--- config.mk ---
export PLATFORM = sky130hd
export DESIGN_NAME = sevenseg_capture
export DESIGN_NICKNAME = d
export VERILOG_FILES = /design/src/rtl/sevenseg_capture.sv
export SDC_FILE = /design/constraint.sdc
export NUM_CORES = 1
export LEC_CHECK = 0
export BUFFER_PORTS_ARGS = -buffer_cell sky130_fd_sc_hd__buf_2
export CAP_MARGIN = 10
export CORE_MARGIN = 2
export CORE_UTILIZATION = 40
export DETAILED_ROUTE_END_ITERATION = 12
export PLACE_DENSITY = 0.63
export SYNTH_ARGS = -nofsm -noshare
export SYNTH_HDL_FRONTEND = slang
export SYNTH_SLANG_ARGS = --single-unit
--- constraint.sdc ---
create_clock -name clk -period 7.4 [get_ports clk]
set_input_delay 2.22 -clock clk [delete_from_list [all_inputs] [get_ports clk]]
set_output_delay 2.22 -clock clk [all_outputs]
set_load 0.02 [all_outputs]
--- src/rtl/sevenseg_capture.sv ---
// Receive side of an 8-digit multiplexed seven-segment display: watches the active-low
// anode strobes and segment lines and rebuilds the displayed 32-bit hex value per sweep.
module sevenseg_capture #(
  parameter int unsigned SETTLE_CYCLES  = 16,
  parameter int unsigned TIMEOUT_CYCLES = 2000000
) (
  input  logic        clk,
  input  logic        reset,
  input  logic [6:0]  sevenSeg,
  input  logic [7:0]  AN,
  output logic [31:0] number_out,
  output logic [7:0]  digit_enable,
  output logic        number_valid,
  output logic        seg_error
);

  typedef enum logic [1:0] {IDLE, SETTLE, HOLD} state_t;

  logic [7:0]  an_s1_q, an_s2_q;
  logic [6:0]  seg_s1_q, seg_s2_q;
  logic [14:0] prev_q;
  state_t      state_q, state_d;
  logic [15:0] settle_q, settle_d;
  logic [23:0] tmo_q, tmo_d;
  logic [7:0]  seen_q, seen_d;
  logic [31:0] shadow_q, shadow_d;
  logic [31:0] number_q;
  logic [7:0]  enable_q;
  logic        valid_q, err_q;

  logic [7:0]  an_low;
  logic        blank, single, changed;
  logic [2:0]  idx;
  logic [7:0]  onehot_idx;
  logic        seg_ok;
  logic [3:0]  nib;
  logic        do_sample, store, bad_sample, wrap, tmo_hit, publish;
  logic [31:0] masked;

  function automatic logic [4:0] decode(input logic [6:0] s);
    logic [4:0] r;
    case (s)
      7'h40: r = {1'b1, 4'h0};
      7'h79: r = {1'b1, 4'h1};
      7'h24: r = {1'b1, 4'h2};
      7'h30: r = {1'b1, 4'h3};
      7'h19: r = {1'b1, 4'h4};
      7'h12: r = {1'b1, 4'h5};
      7'h02: r = {1'b1, 4'h6};
      7'h78: r = {1'b1, 4'h7};
      7'h00: r = {1'b1, 4'h8};
      7'h10: r = {1'b1, 4'h9};
      7'h08: r = {1'b1, 4'hA};
      7'h03: r = {1'b1, 4'hB};
      7'h46: r = {1'b1, 4'hC};
      7'h21: r = {1'b1, 4'hD};
      7'h06: r = {1'b1, 4'hE};
      7'h0E: r = {1'b1, 4'hF};
      default: r = 5'd0;
    endcase
    return r;
  endfunction

  assign an_low     = ~an_s2_q;
  assign blank      = (an_s2_q == 8'hFF);
  assign single     = $onehot(an_low);
  assign changed    = ({an_s2_q, seg_s2_q} != prev_q);
  assign {seg_ok, nib} = decode(seg_s2_q);
  assign onehot_idx = 8'd1 << idx;

  always_comb begin
    idx = 3'd0;
    for (int i = 0; i < 8; i++) begin
      if (an_low[i]) idx = 3'(i);
    end
  end

  // Slots not lit during the frame read as zero rather than stale shadow data.
  generate
    for (genvar gi = 0; gi < 8; gi++) begin : g_mask
      assign masked[4*gi +: 4] = seen_q[gi] ? shadow_q[4*gi +: 4] : 4'h0;
    end
  endgenerate

  always_comb begin
    state_d   = state_q;
    settle_d  = settle_q;
    do_sample = 1'b0;
    case (state_q)
      IDLE: begin
        if (!blank) begin
          state_d  = SETTLE;
          settle_d = 16'd0;
        end
      end
      SETTLE: begin
        if (blank) begin
          state_d = IDLE;
        end else if (changed) begin
          settle_d = 16'd0;
        end else if (settle_q == 16'(SETTLE_CYCLES - 1)) begin
          // Errors also park in HOLD so a stable bad strobe reports only once.
          do_sample = 1'b1;
          state_d   = HOLD;
        end else begin
          settle_d = settle_q + 16'd1;
        end
      end
      HOLD: begin
        if (changed) begin
          settle_d = 16'd0;
          state_d  = blank ? IDLE : SETTLE;
        end
      end
      default: state_d = IDLE;
    endcase
  end

  assign store      = do_sample && single && seg_ok;
  assign bad_sample = do_sample && !(single && seg_ok);
  assign wrap       = store && seen_q[idx];
  assign tmo_hit    = !store && (tmo_q == 24'(TIMEOUT_CYCLES - 1));
  assign publish    = wrap || (tmo_hit && (seen_q != 8'd0));

  always_comb begin
    seen_d   = seen_q;
    shadow_d = shadow_q;
    tmo_d    = tmo_q + 24'd1;
    if (store) begin
      tmo_d = 24'd0;
      shadow_d[{idx, 2'b00} +: 4] = nib;
      seen_d = wrap ? onehot_idx : (seen_q | onehot_idx);
    end else if (tmo_hit) begin
      tmo_d  = 24'd0;
      seen_d = 8'd0;
    end
  end

  always_ff @(posedge clk or posedge reset) begin
    if (reset) begin
      an_s1_q  <= 8'hFF;
      an_s2_q  <= 8'hFF;
      seg_s1_q <= 7'h7F;
      seg_s2_q <= 7'h7F;
      prev_q   <= 15'h7FFF;
      state_q  <= IDLE;
      settle_q <= 16'd0;
      tmo_q    <= 24'd0;
      seen_q   <= 8'd0;
      shadow_q <= 32'd0;
      number_q <= 32'd0;
      enable_q <= 8'd0;
      valid_q  <= 1'b0;
      err_q    <= 1'b0;
    end else begin
      an_s1_q  <= AN;
      an_s2_q  <= an_s1_q;
      seg_s1_q <= sevenSeg;
      seg_s2_q <= seg_s1_q;
      prev_q   <= {an_s2_q, seg_s2_q};
      state_q  <= state_d;
      settle_q <= settle_d;
      tmo_q    <= tmo_d;
      seen_q   <= seen_d;
      shadow_q <= shadow_d;
      valid_q  <= publish;
      err_q    <= bad_sample;
      if (publish) begin
        number_q <= masked;
        enable_q <= seen_q;
      end
    end
  end

  assign number_out   = number_q;
  assign digit_enable = enable_q;
  assign number_valid = valid_q;
  assign seg_error    = err_q;

endmodule
After elaboration in Yosys (flattened, before gate mapping)
Cells that the tools add are included.
W data, S select, Z words.

word-level totals
  word-level logic and storage cells = 116
  output and inout port bits = 42
  register bits = 169

operators by class
  add/subtract/negate cells = 10
  bitwise logic cells = 2
  shift operators = 3
  equal/unequal tests = 28
  order comparisons = 1
  multiplexer cells = 41
  reduce and logical (&&, ||, !) cells = 17

operator list
  kind                      number
  $mux W16                  5
  $pmux W5 S16              1
  $mux W24                  2
  $pmux W16 S3              1
  $bwmux W32                1
  $mux W4                   8
  $shift A4 B7 Y32 const A  1
  $shiftx A4 B7 Y32         1
  $eq A7 B7 Y1 const B      4
  $add A24 B1 Y24 const B   1
  $eq A24 B21 Y1 const B    1
  $mux W8                   3
  $eq A7 B5 Y1 const B      3
  $eq A7 B6 Y1 const B      3
  $mux W3                   6
  $add A16 B1 Y16 const B   1
  $eq A16 B4 Y1 const B     1
  $ne A15 B15 Y1            1
  $eq A7 B2 Y1 const B      2
  $eq A7 B4 Y1 const B      2
  $mux W2                   5
  $ne A3 B3 Y1 const B      3
  $add A1 B1 Y2             4
  $eq A8 B8 Y1 const B      1
  other kinds (25)          41

Longest topological paths before layout
Gate-level depths: netlist of the first run.

  word-level depth = 13
  mapped depth = 15

Worst setup path after synthesis of the first run
OpenSTA, ideal clock, no wires.

  kind = register to register
  from = register an_s2_q[3]
  to = register shadow_q[0]
  stages on the path, launching flop included = 16
  setup time = 125 ps
  data required time = 7,275 ps
  clock period less this slack = 4,460 ps
  data arrival time = 4,335 ps
  buffers on the path = 1
  setup slack = 2,940 ps
  path through = dfstp_2 -> fa_1 -> inv_1 -> fa_1 -> fa_1 -> ha_1 -> inv_1 -> fa_1 -> nand2_1 -> o41ai_1 -> and3_1 -> o311a_2 -> buf_6 -> nand2_2 -> or3_4 -> mux2_4

on the way
  word-level cells in the longest chain between the ends = 9
  elaborated cells between the ends (all ways) = 21

ends and longest elaborated chain
  what                                                          line  source
  from (decl)                                                   19    logic [7:0] an_s1_q, an_s2_q;
  from (signal assigned)                                        157   an_s2_q <= an_s1_q;
  $not A8 Y8                                                    64    assign an_low = ~an_s2_q;
  $mux W3 (5 in a row)                                          74    if (an_low[i]) idx = 3'(i);
  $neg A5 Y7                                                    131   shadow_d[{idx, 2'b00} +: 4] = nib;
  $shiftx A4 B7 Y32 / $shift A4 B7 Y32 (equally long branches)  131
  $bwmux W32                                                    131
  to (signal assigned)                                          165   shadow_q <= shadow_d;
  to (decl)                                                     26    logic [31:0] shadow_q, shadow_d;

Parallel ways exist; a longest one is shown, timed or not.
A chain may end at the register's enable or synchronous reset.

Final worst setup path of the first run
  from = register an_s2_q[3]
  to = register number_q[9] (netlist: number_out[9])

on the way
  word-level cells in the longest chain between the ends = 11
  elaborated cells between the ends (all ways) = 24

ends and longest elaborated chain
  what                                 line  source
  $not A8 Y8                           64
  $add A1 B1 Y2 (not written as such)  66    assign single = $onehot(an_low);
  $add A2 B2 Y3 (not written as such)  66
  $add A3 B3 Y4 (not written as such)  66
  $eq A4 B1 Y1                         66
  $logic_and A1 B1 Y1 (2 in a row)     119   assign store = do_sample && single && seg_ok;
  $logic_not A1 Y1                     122   assign tmo_hit = !store && (tmo_q == 24'(TIMEOUT_CYCLES - 1));
  $logic_and A1 B1 Y1                  122
  $logic_and A1 B1 Y1                  123   assign publish = wrap || (tmo_hit && (seen_q != 8'd0));
  $logic_or A1 B1 Y1 (*)               123
  to (signal assigned)                 169   number_q <= masked;
  to (decl)                            27    logic [31:0] number_q;

Every way passes the cells marked *; elsewhere a longest branch is shown, timed or not. The select of a mux whose other input is x is not followed.

==> results of run 1 <==
report_power, final:
group,internal [µW],switching (µW),leakage [µW],total (µW)
Combinational,29.3,54.3,0.00180,83.6
Sequential,947,15.5,0.00219,962
Clock,582,387,0.000311,969
Total,1560,457,0.00430,2020
state kept, by name (all words and copies together), names as in the netlist:
signal / count
an_s1_q: 8
an_s2_q: 8
digit_enable: 8
number_out: 32
number_valid: 1
prev_q: 15
seen_q: 8
seg_error: 1
seg_s1_q: 7
seg_s2_q: 7
settle_q: 16
shadow_q: 32
state_q: 2
tmo_q: 24
Yosys cell counts, types with 12 or more instances:
cell / count / area share
clkbuf_1: 12 / 0.0058
dfstp_2: 45 / 0.15
and3_1: 17 / 0.014
xor2_1: 27 / 0.030
nor2_1: 35 / 0.017
inv_1: 62 / 0.030
a31oi_1: 16 / 0.013
o21ai_0: 20 / 0.013
a21oi_1: 22 / 0.014
dfrtp_1: 124 / 0.40
mux2_2: 38 / 0.055
mux2i_1: 34 / 0.044
nand3_1: 21 / 0.014
nand2_1: 64 / 0.031
ha_1: 12 / 0.019
final cells by class:
class / count / area (µm²) / share of cell area
clock buffer: 18 / 439 / 0.0489
clock inverter: 14 / 204 / 0.0227
inverter: 62 / 238 / 0.0265
multi-input combinational: 433 / 3130 / 0.349
sequential: 169 / 4290 / 0.478
tap: 265 / 332 / 0.0370
timing repair buffer: 65 / 343 / 0.0382
logic make-up (layout without fill, tap and decap cells):
logic type | count (synthesis) | after routing
and+or+nand+nor | 221 | 221
DFF | 169 | 169
buffers and inverters | 88 | 159
AOI/OAI and AO/OA | 85 | 85
muxes | 76 | 76
xor gates and xnor gates | 35 | 35
adders and majority gates | 16 | 16
metrics by stage:
step                      worst slack [ps]  utilization  instances
after global placement                2150        0.432        994
after floorplan                        679            -        690
after CTS                             1930        0.466       1026
final                                 2010        0.466       1026
after global routing                  1590        0.466       1026
after detailed placement              1940        0.432        994
worst paths after layout:
path,startpoint,to,cells after the start
min reg2reg,an_s1_q[7]$_DFF_PP1_,an_s2_q[7]$_DFF_PP1_,0
max,an_s2_q[3]$_DFF_PP1_,number_out[9]$_DFFE_PP0P_,15
min in group asynchronous,reset,number_out[3]$_DFFE_PP0P_,2
min,an_s1_q[7]$_DFF_PP1_,an_s2_q[7]$_DFF_PP1_,0
max in group asynchronous,reset,shadow_q[16]$_DFFE_PP0P_,3
max reg2reg,an_s2_q[3]$_DFF_PP1_,number_out[9]$_DFFE_PP0P_,15
cell usage in the layout (no fill, tap or decap), types with 6 or more instances in the layout:
master,synthesis,routed
a21boi_0,6,6
a21oi_1,22,22
a31oi_1,16,16
a41oi_1,6,6
and2_1,10,10
and3_1,17,17
buf_2,5,58
buf_4,5,7
clkbuf_16,0,17
dfrtp_1,124,124
dfstp_2,45,45
ha_1,12,12
inv_1,62,61
inv_6,0,7
mux2_2,38,38
mux2i_1,34,34
nand2_1,64,64
nand3_1,21,21
nand4_1,7,7
nor2_1,35,35
nor3_1,6,6
nor4_1,10,10
o21ai_0,20,20
or3_1,6,6
xnor2_1,8,8
xor2_1,27,27
per-layer routing:
metal	vias up	track usage	routed length (µm)
met5	-	0	0
met4	0	0.0578	210
met3	17	0.0347	432
li1	2485	-	-
met2	69	0.237	6910
met1	2513	0.217	7420
critical path, cell delays in order (launching register included):
cell,delay (ps)
dfstp_2,610
fa_1,430
inv_1,80
fa_1,430
fa_1,500
ha_1,150
inv_1,50
fa_1,490
nand2_1,60
o41ai_1,510
and3_1,220
o311a_2,350
nor2_1,130
a21oi_4,690
buf_4,370
mux2i_1,220
==> impl_results.md, run 1 <==
- Outcome: completed
- Rows: 51
- Post-Place Cell Area: between 0.008 and 0.009 mm²
- Post-synth net total: approximately 720
- Tmin final: roughly 5400 ps
- Total gr overflow: 0
- Main combinational cell family by area after synthesis: simple AND/OR/NAND/NOR gates
- WHS: approximately 360 ps
- RSZ-0062 raised after global routing: false
- Clock transition at path regs: approximately 70 ps
- CTS Buffer Depth: 2
- Hold Path Class: flop to flop
- Post-route cell area: ~0.0090 mm²
- Root Driver: clkbuf_16
- Total power: between 2000 and 2500 µW
- Detailed Place HPWL: ~9900 µm
- Worst vdd ir: slightly below 0.0002 V
- Worst slew pin tran: 940 ps
- Final Setup Violations: 0
- CP Data Required Time: approximately 7800 ps
- Critical path capture point type: flop
- TritonCTS clock tree: done
- DRT Pass-1 Iters: 4
- Chip height: ~140 µm
- Clock sinks: 169
- Routed vias: 5084
- # DRC: 0
- Clk_lat worst skew: between 400 and 500 ps
- Die Width: 143 µm
- Relative slew slack: 0.373
- Initial Utilization: 0.404
- Share of layout cells above drive strength 1: 0.261
- Mux share of post-synthesis cell area: 0.106
- Synth Area in XOR/XNOR: 0.0394
- CP Class: flop to flop
- Port bufs: 58
- Crit Path Max Fanout: 23
- # Post-CTS Setup Buffers: 0
- Mapped cell area: between 0.007 and 0.008 mm²
- First-pass GRT wire length: 25100 µm
- Final hold viol count: 0
- DRT iter0 DRCs: around 340
- Post-synthesis simple-gate area fraction: 0.158
- Wirelength per Cell: between 10 and 15 µm
- Fmax: 186 MHz
- WL final: 15000 µm
- Setup tns final: 0 ps
- Final Max Tran Viols: 0
- P per Cell Area: approximately 220 mW/mm²
- Vias per cell: 4.96
- Total global-route track usage: 0.155
- Compound-Gate Fraction of Synth Area: 0.0685
- Adder-cell share of the synthesized area: 0.0296
- Full die area: ~0.02 mm²
- Syn avg cell area: between 10 and 15 µm²
- Seq/Total Area, Yosys: 0.551
- R2R setup slack: 2010 ps
- #FFs+latches synth: between 150 and 200
- Max Cap Viol: 0
- # H-tree levels: 4
- Nets: 781
- Post-CTS Hold Fix Bufs: 0
- CP arrival: around 5700 ps
- Number of gates resized after cts: 0
- Routability cong.: around 0.83
- Warning count from the yosys run: 0
- Number of global-route vias before repair: around 5k
- Final setup skew: around 10 ps
- Area Overhead vs Synth: 15.3%
- FILL cells: ~1.8k
- # diodes: 0
- Number of flops mapped to enable cells by yosys: 0
- Asr flop ratio synth: 1.00
- Post-route ant nets: 0
- Initial antenna violation count: 0
- Main synth FF type: dfrtp_1
- Post-Synthesis Cells: between 600 and 700
- Final Cycle Share: 0.728
- Cell variety after synth: 66
- Lkg Pwr: about 0.0043 µW
- Largest net degree at the start of global routing: between 100 and 150
- I/O pin cnt: 59
- Inserted Clock Buffers: 17
- Total core area: between 0.015 and 0.02 mm²
- Critical path startpoint category: flop
Power figures use the tool's default switching activity.
==> inputs of run 2 (changes only) <==
==> constraint.sdc (replaced) <==
create_clock -name clk -period 5 [get_ports clk]
set_input_delay 1.5 -clock clk [delete_from_list [all_inputs] [get_ports clk]]
set_output_delay 1.5 -clock clk [all_outputs]
set_load 0.02 [all_outputs]
==> run 2 against run 1 <==
Cell count is 0.19% higher. Total power is 36% higher. Worst hold slack hardly changed. Utilization is 0.34 points lower. Clock-buffer cell count is 1 higher. Worst setup slack worse by 1800 ps. Non-clock buffer count is 2 higher. Maximum frequency is 13% higher. Critical path depth stayed put. Wire length is 3.1% lower. Register-to-register slack worse by 1800 ps. Sequential power is 48% higher. Largest cell class unchanged. Largest power group is now registers.
==> impl_results.md, run 2 (synthesis results as in run 1) <==
- CP Class: flop to flop
- Total core area: between 0.015 and 0.02 mm²
- Critical R2R Launch: an_s2_q[3]$_DFF_PP1_
- Critical Path Most Common Cell: fa_1
- Fmax: between 200 and 250 MHz
- Reg2reg end: digit_enable[1]$_DFFE_PP0P_
- Worst vdd ir: between 0.0002 and 0.0003 V
- Root Driver: clkbuf_16
- Clock sinks: around 170
- R2R depth: 15
- Clk_lat worst skew: 420 ps
- Post-route ant nets: 0
- Number of gates resized after cts: 0
- Final Max Tran Viols: 0
- Switch Pwr: 649 µW
- Total global-route track usage: 0.151
- Worst slew pin tran: between 900 and 1000 ps
- Final Cycle Share: 0.957
- Critical-path cell list: fa_1 -> inv_1 -> fa_1 -> fa_1 -> ha_1 -> inv_1 -> fa_1 -> nand2_1 -> o41ai_1 -> and3_1 -> o311a_2 -> nor2_1 -> a21oi_4 -> buf_4 -> mux2_2
- Routed vias: around 5.0k
- # H-tree levels: 4
- Hold path start: seg_s1_q[6]$_DFF_PP1_
- Lkg Pwr: approximately 0.0043 µW
- Hold Path Class: flop to flop
- Place WS: between 150 and 200 ps
- R2R setup slack: around 210 ps
- # Post-CTS Setup Buffers: 0
- Relative slew slack: 0.360
- Flop pwr share: 0.518
- DRT iter0 DRCs: 240
- Critical path startpoint category: flop
- Wirelength per Cell: between 10 and 15 µm
- Final setup skew: approximately 8.5 ps
- Critical Path Start: an_s2_q[3]$_DFF_PP1_
- P per Cell Area: 309 mW/mm²
- Final Setup Violations: 0
- Area Overhead vs Synth: 14.5%
- CP Data Required Time: between 5000 and 6000 ps
- # DRC: 0
- Delay of the slowest critical-path stage: a little over 600 ps
- Hold-critical path depth: 0
- Placed cells: between 900 and 1k
- Hold Path End: seg_s2_q[6]$_DFF_PP1_
- RSZ-0062 raised after global routing: false
- Commonest non-fill, non-tap cell in the layout: dfrtp_1
- CP arrival: ~5100 ps
- Full die area: ~0.02 mm²
- Clock transition at path regs: about 60 ps
- Final worst slack: between 200 and 250 ps
- Switching share of power: 0.236
- Crit Path Max Fanout: 13
- Inserted Clock Buffers: 17
- Final cell count without fillers: roughly 1.0k
- Rows: a little over 50
- Post-Place Cell Area: between 0.008 and 0.009 mm²
- Critical path capture point type: flop
- Port bufs: just under 60
- Setup tns final: 0 ps
- Detailed Place HPWL: between 9000 and 10000 µm
- Int Power: ~2100 µW
- Post-route cell area: just under 0.009 mm²
- Nets: between 700 and 800
- First-pass GRT wire length: approximately 25000 µm
- Die Width: between 100 and 150 µm
- Final hold viol count: 0
- Combinational power share: 0.046
- DRT Pass-1 Iters: 4
- Max Cap Viol: 0
- Initial antenna violation count: 0
- FILL cells: 1815
- Clk pwr share: 0.436
- WL final: between 10000 and 15000 µm
- CTS Buffer Depth: 2
- Routability cong.: slightly above 0.8
- Commonest cells after routing, fill and taps aside: 124 x dfrtp_1, 64 x nand2_1, 61 x inv_1
- Share of layout cells above drive strength 1: 0.261
- TritonCTS clock tree: done
- Total gr overflow: 0
- Tmin final: ~4800 ps
- Crit-path slowest cell: dfstp_2
- WHS: 355 ps
- # diodes: 0
- Number of global-route vias before repair: about 5.0k
- Chip height: approximately 140 µm
- Outcome: completed
- Initial Utilization: 0.404
- Post-CTS Hold Fix Bufs: 0
- I/O pin cnt: about 60
- Vias per cell: between 4 and 5
- Largest net degree at the start of global routing: 170
run 2: changes by cell type in the layout (fill, tap and decap cells not counted), sizes merged:
cell,before,now
clkbuf,18,19
clkinvlp,2,3
bufinv,4,0
buf,65,67
clkinv,1,8
inv,69,64
run 2: per-stage QoR:
| stage | utilization | total power (µW) |
|---|---|---|
| global route | 0.462 | 2860 |
| floorplan | - | 1530 |
| detailed placement | 0.434 | 1580 |
| global placement | 0.434 | 1580 |
| CTS | 0.462 | 2790 |
| finish | 0.462 | 2750 |
run 2: power groups by stage:
stage | clock network (µW) | registers (µW) | logic, µW
global route | 1290 | 1430 | 146
finish | 1200 | 1420 | 127
CTS | 1230 | 1420 | 130
floorplan | 0 | 1440 | 98.0
detailed placement | 0 | 1450 | 130
global placement | 0 | 1450 | 128
run 2: cell type report:
cell class	count	area, µm²	share of cell area
clock buffers	19	443	0.0497
clock inverters	13	95.1	0.0107
inverters	62	236	0.0266
multi-input cells	433	3130	0.352
flip-flops and latches	169	4290	0.481
well taps	265	332	0.0372
repair buffers	67	383	0.0430
run 2: worst max path at each step:
stage	end	slack, ps
5_1_grt	digit_enable[1]$_DFFE_PP0P_	8
4_1_cts	digit_enable[1]$_DFFE_PP0P_	200
6_report	digit_enable[1]$_DFFE_PP0P_	210
2_1_floorplan	shadow_q[0]$_DFFE_PP0P_	540
3_5_place_dp	digit_enable[1]$_DFFE_PP0P_	200
3_3_place_gp	digit_enable[3]$_DFFE_PP0P_	270
run 2: per-layer routing:
layer,wire (µm),track usage,vias up
met5,0,0,-
met4,200,0.0418,0
met3,487,0.0393,10
met2,6650,0.235,73
met1,7160,0.211,2439
li1,-,-,2485
run 2: critical path: cells and delay by family (launching register included):
family                   cells  cell delay, ps
adder cells (fa/ha/maj)      5            2000
AO/OA/AOI/OAI                3             900
flip-flops                   1             610
buffers and inverters        3             390
AND/OR/NAND/NOR              3             390
multiplexers                 1             360
